### src/rtl/ir_pointer.sv
// Instruction pointer sequencer with jump, wait-stall and halt control.
// Optional one-entry call/return register enabled by `define IR_PTR_STACK_EN.
module ir_pointer #(
    parameter int          DATA_WIDTH = 8,
    parameter int unsigned RST_VECTOR = 0
) (
    input  logic                  clk,
    input  logic                  rst,
    input  logic [1:0]            i_ir_regfile_selection,
    input  logic                  i_jump_valid,
    input  logic [2:0]            i_jump_type,
    input  logic [DATA_WIDTH-1:0] i_jump_target,
    input  logic [DATA_WIDTH-1:0] i_cmp_a,
    input  logic [DATA_WIDTH-1:0] i_cmp_b,
    input  logic                  i_wait,
    input  logic [7:0]            i_wait_cycles,
    input  logic                  i_stop,
    input  logic                  i_fetch_ready,
    output logic [DATA_WIDTH-1:0] o_ir_pointer,
    output logic                  o_fetch_valid,
    output logic                  o_halted,
    output logic [2:0]            o_state
);

    localparam logic [DATA_WIDTH-1:0] RST_PTR = DATA_WIDTH'(RST_VECTOR);

    localparam logic [1:0] SEL_RST  = 2'b01;
    localparam logic [1:0] SEL_WORK = 2'b10;

    typedef enum logic [2:0] {
        S_IDLE = 3'd0,
        S_LOAD = 3'd1,
        S_RUN  = 3'd2,
        S_WAIT = 3'd3,
        S_HALT = 3'd4
    } state_e;

    state_e                state_q, state_d;
    logic [DATA_WIDTH-1:0] ptr_q, ptr_d;
    logic [7:0]            cnt_q, cnt_d;
    logic                  cond;
    logic                  work;
    logic [DATA_WIDTH-1:0] ptr_inc;
    logic [DATA_WIDTH-1:0] jump_dest;

`ifdef IR_PTR_STACK_EN
    logic [DATA_WIDTH-1:0] ret_q, ret_d;
`endif

    assign work    = (i_ir_regfile_selection == SEL_WORK);
    assign ptr_inc = ptr_q + 1'b1;

    always_comb begin
        cond = 1'b0;
        case (i_jump_type)
            3'd1:    cond = 1'b1;
            3'd2:    cond = (i_cmp_a > i_cmp_b);
            3'd3:    cond = (i_cmp_a < i_cmp_b);
            3'd4:    cond = (i_cmp_a == i_cmp_b);
            3'd5:    cond = (i_cmp_a != i_cmp_b);
            3'd6:    cond = 1'b1;
`ifdef IR_PTR_STACK_EN
            3'd7:    cond = 1'b1;
`else
            3'd7:    cond = 1'b0;
`endif
            default: cond = 1'b0;
        endcase
    end

    always_comb begin
        jump_dest = i_jump_target;
`ifdef IR_PTR_STACK_EN
        if (i_jump_type == 3'd7) begin
            jump_dest = ret_q;
        end
`endif
    end

    always_comb begin
        state_d = state_q;
        ptr_d   = ptr_q;
        cnt_d   = cnt_q;
`ifdef IR_PTR_STACK_EN
        ret_d   = ret_q;
`endif
        // Controller reset selection overrides everything, in every state.
        if (i_ir_regfile_selection == SEL_RST) begin
            state_d = S_LOAD;
            ptr_d   = RST_PTR;
            cnt_d   = '0;
        end else begin
            case (state_q)
                S_IDLE: begin
                    if (work) state_d = S_RUN;
                end
                S_LOAD: begin
                    state_d = work ? S_RUN : S_IDLE;
                end
                S_RUN: begin
                    if (!work) begin
                        state_d = S_IDLE;
                    end else if (i_stop) begin
                        state_d = S_HALT;
                    end else if (i_jump_valid && cond) begin
                        ptr_d = jump_dest;
`ifdef IR_PTR_STACK_EN
                        if (i_jump_type == 3'd6) ret_d = ptr_inc;
`endif
                    end else if (i_wait && (i_wait_cycles != 8'd0)) begin
                        state_d = S_WAIT;
                        cnt_d   = i_wait_cycles;
                    end else if (i_fetch_ready) begin
                        ptr_d = ptr_inc;
                    end
                end
                S_WAIT: begin
                    if (!work) begin
                        state_d = S_IDLE;
                        cnt_d   = '0;
                    end else begin
                        // Leaving on count 1 gives exactly N stalled cycles.
                        cnt_d = cnt_q - 8'd1;
                        if (cnt_q <= 8'd1) state_d = S_RUN;
                    end
                end
                S_HALT: begin
                    state_d = S_HALT;
                end
                default: begin
                    state_d = S_LOAD;
                    ptr_d   = RST_PTR;
                    cnt_d   = '0;
                end
            endcase
        end
    end

    always_ff @(posedge clk or posedge rst) begin
        if (rst) begin
            state_q <= S_LOAD;
            ptr_q   <= RST_PTR;
            cnt_q   <= '0;
        end else begin
            state_q <= state_d;
            ptr_q   <= ptr_d;
            cnt_q   <= cnt_d;
        end
    end

`ifdef IR_PTR_STACK_EN
    always_ff @(posedge clk or posedge rst) begin
        if (rst) begin
            ret_q <= '0;
        end else begin
            ret_q <= ret_d;
        end
    end
`endif

    assign o_ir_pointer  = ptr_q;
    assign o_fetch_valid = (state_q == S_RUN);
    assign o_halted      = (state_q == S_HALT);
    assign o_state       = state_q;

endmodule

### config.mk
export PLATFORM = sky130hd
export DESIGN_NAME = ir_pointer
export DESIGN_NICKNAME = d
export VERILOG_FILES = /design/src/rtl/ir_pointer.sv
export SDC_FILE = /design/constraint.sdc
export NUM_CORES = 1
export LEC_CHECK = 0
export CAP_MARGIN = 20
export CORE_ASPECT_RATIO = 1.2
export CORE_MARGIN = 2
export CORE_UTILIZATION = 25
export CTS_CLUSTER_DIAMETER = 50
export DETAILED_ROUTE_END_ITERATION = 7
export DONT_BUFFER_PORTS = 1
export PLACE_DENSITY = 0.38
export SETUP_SLACK_MARGIN = 0.1
export SYNTH_ARGS = -nofsm -noshare
export SYNTH_HDL_FRONTEND = slang
export SYNTH_SLANG_ARGS = --single-unit
### constraint.sdc
create_clock -name clk -period 5.3 [get_ports clk]
set_input_delay 1.06 -clock clk [delete_from_list [all_inputs] [get_ports clk]]
set_output_delay 1.06 -clock clk [all_outputs]
set_load 0.005 [all_outputs]
==> metrics.csv <==
metric,value,unit
status,"finished, final reports clean",
ys_warn_count,0,
core,6730,µm²
use_met3,2.390,%
hold_path_depth,2,
hold_viol,0,
first_pass_iters,4,
yosys-top-cells-area,"dfrtp_1 (26%), ha_1 (10%), inv_1 (5.3%), a221o_2 (3.9%), nand3_1 (3.8%)",
dieArea,7538,µm²
nNetsFinal,262,
rsz0062_at_grt,no,
cts_inserted_buffers,3,
setup_viol,0,
critical_path_class,in2reg,
cts_tree,yes,
fin_skew,5.775,ps
grt_pass1_wl,7990,µm
yosysTopAreaCellShare,26.28,%
final_max_slew_viol_count,0,
syn_to_final_growth,6.934,%
synth.distinct_cells,57,
via_per_inst,5.378,
grt_pass1_vias,1611,
wl_per_cell,16.51,µm
ctsLongestPathBuffers,2,
vias,1565,
holdCritStartpoint,cnt_q[7],
fin_ws,2175,ps
seq_area_frac_synth,27.81,%
worst-r2r-setup-slack,2830,ps
gp_congestion,0.7351,
synth_edf_count,0,
drt-initial-drc-count,69,
p_leak,0.0007954,µW
die_h,94.71,µm
synth_nets,262,
ant_nets,0,
worstReg2RegStart,o_state[2],
use_met1,16.29,%
whs,550.4,ps
grtUsageTotal,13.30,%
antenna_found_initial,0,
synth_area,1714,µm²
synthCells,205,
p_per_area,346.3,nW/µm²
antenna_cells,0,
grt_overflow,0,
cp_data_arrival_time,3330,ps
cts_root_buf,clkbuf_8,
clk_pin_slew,80,ps
drt-total-wl,4803,µm
busiest_layer,met2,
cp-start-kind,input pin,
cp.required,5510,ps
pre_cts_slack,1881,ps
drv_cap,0,
worst-r2r-cell-count,8,
tightest_slew,1012,ps
initial_core_util,25.47,%
cts_sinks,19,
finalInstanceArea,1833,µm²
peakVddDrop,0.00009316,V
hold_end,cnt_q[7],
crit_fanout,21,
drive_gt1_share,14.22,%
port_buffers,0,
die_x,79.59,µm
placed_area,1787,µm²
grt_max_degree,24,
drc,0,
hp-class,reg2reg,
r2r_end,o_ir_pointer[7],
yosysTopAreaCell,dfrtp_1,
num_io_pins,56,
syn_avg_cell_area,8.362,µm²
async_flop_share,100.0,%
use_met2,23.81,%
rows,33,
end_kind,register,
cts_hold_buf,0,
period_share,58.95,%
synth-seq-cells,19,
synth-main-ff-cell,dfrtp_1,
cts_resized,0,
slew_headroom,31.59,%
tns,0,ps
fin_crit,3125,ps
fmax,320.0,MHz
htree_levels,1,
dp_hpwl,3702,µm
insertion_delay,260,ps
post-cts-setup-buffers,0,
fin_util,27.24,%
fillers,726,
[cell type report]
class / count / area [µm²] / share of cell area, %
multi-input combinational: 156 / 1104 / 60.20
sequential: 19 / 476.7 / 26.01
tap: 87 / 108.9 / 5.939
inverter: 24 / 90.09 / 4.915
clock buffer: 3 / 41.29 / 2.253
timing repair buffer: 1 / 7.507 / 0.4096
clock inverter: 1 / 5.005 / 0.2730
[critical path: stages]
cell and delay [ps]:
inv_1 20, ha_1 320, nand4_2 130, or4_1 480, nand3_1 90, o21ba_1 160, and2_4 230, o21ai_1 570
a221o_2 270
[state kept, by name, summed over array words and instances (netlist names)]
signal and cells:
cnt_q 8, o_state 3, o_ir_pointer 8
[Yosys cell counts, types with 2 or more instances]
library cell / instances
o31ai_1: 6
nand3_1: 13
or2_2: 2
or4_2: 2
a211oi_1: 5
a221o_2: 6
dfrtp_1: 18
a21oi_1: 12
a32oi_1: 2
a211o_1: 2
nor3_1: 7
nor2b_1: 4
inv_1: 24
nand4_1: 2
and3_2: 5
nand2_1: 10
o21ai_1: 2
a31oi_1: 2
nor4_1: 2
nor2_1: 13
o22ai_1: 5
and3_1: 3
o21ai_0: 6
clkbuf_1: 3
ha_1: 14
a22oi_1: 3
o211ai_1: 2
[stage by stage]
step / power, µW / instances
6_report: 634.7 / 291
5_1_grt: 693.8 / 291
4_1_cts: 641.7 / 291
3_5_place_dp: 532.3 / 287
3_3_place_gp: 538.6 / 287
2_1_floorplan: 460.3 / 205
[placed cells by master, fill, tap and decap left out, types with 4 or more instances in the layout]
cell	instances
ha_1	14
dfrtp_1	18
nand3_1	13
nor3_1	7
o21ai_0	6
a211oi_1	5
o31ai_1	6
nor2b_1	4
and3_2	5
o22ai_1	5
nand2_1	10
inv_1	24
a21oi_1	12
a221o_2	6
nor2_1	13
[how the worst max path moves through the flow]
stage,start,end,depth (start not counted)
finish,i_cmp_b[7],o_ir_pointer[7],9
floorplan,i_cmp_b[6],o_ir_pointer[2],10
CTS,i_cmp_b[7],o_ir_pointer[7],9
global route,i_cmp_b[6],o_ir_pointer[4],9
global placement,i_cmp_b[6],o_ir_pointer[4],9
detailed placement,i_cmp_b[6],o_ir_pointer[7],9
[layer usage]
layer | wire length [µm] | share of wire (%) | vias up
li1 | - | - | 783
met1 | 2088 | 43 | 737
met2 | 2424 | 50 | 40
met3 | 235 | 4.9 | 5
met4 | 55 | 1.1 | 0
met5 | 0 | 0 | -
[cells by family (layout without fill, tap and decap cells)]
| logic type | Yosys count | in the layout | synth area share [%] |
|---|---|---|---|
| AO/OA/AOI/OAI | 68 | 68 | 29.93 |
| adder cells (fa/ha/maj) | 14 | 14 | 10.22 |
| buffers and inverters | 30 | 29 | 7.810 |
| flip-flops | 19 | 19 | 27.81 |
| AND/OR/NAND/NOR | 74 | 74 | 24.23 |
[where the power goes]
group | leakage, µW | switching [µW] | internal, µW
Combinational | 0.000517 | 166 | 111
Sequential | 0.000253 | 62.1 | 189
Clock | 0.0000255 | 54.9 | 52.4
Power figures use the tool's default switching activity.
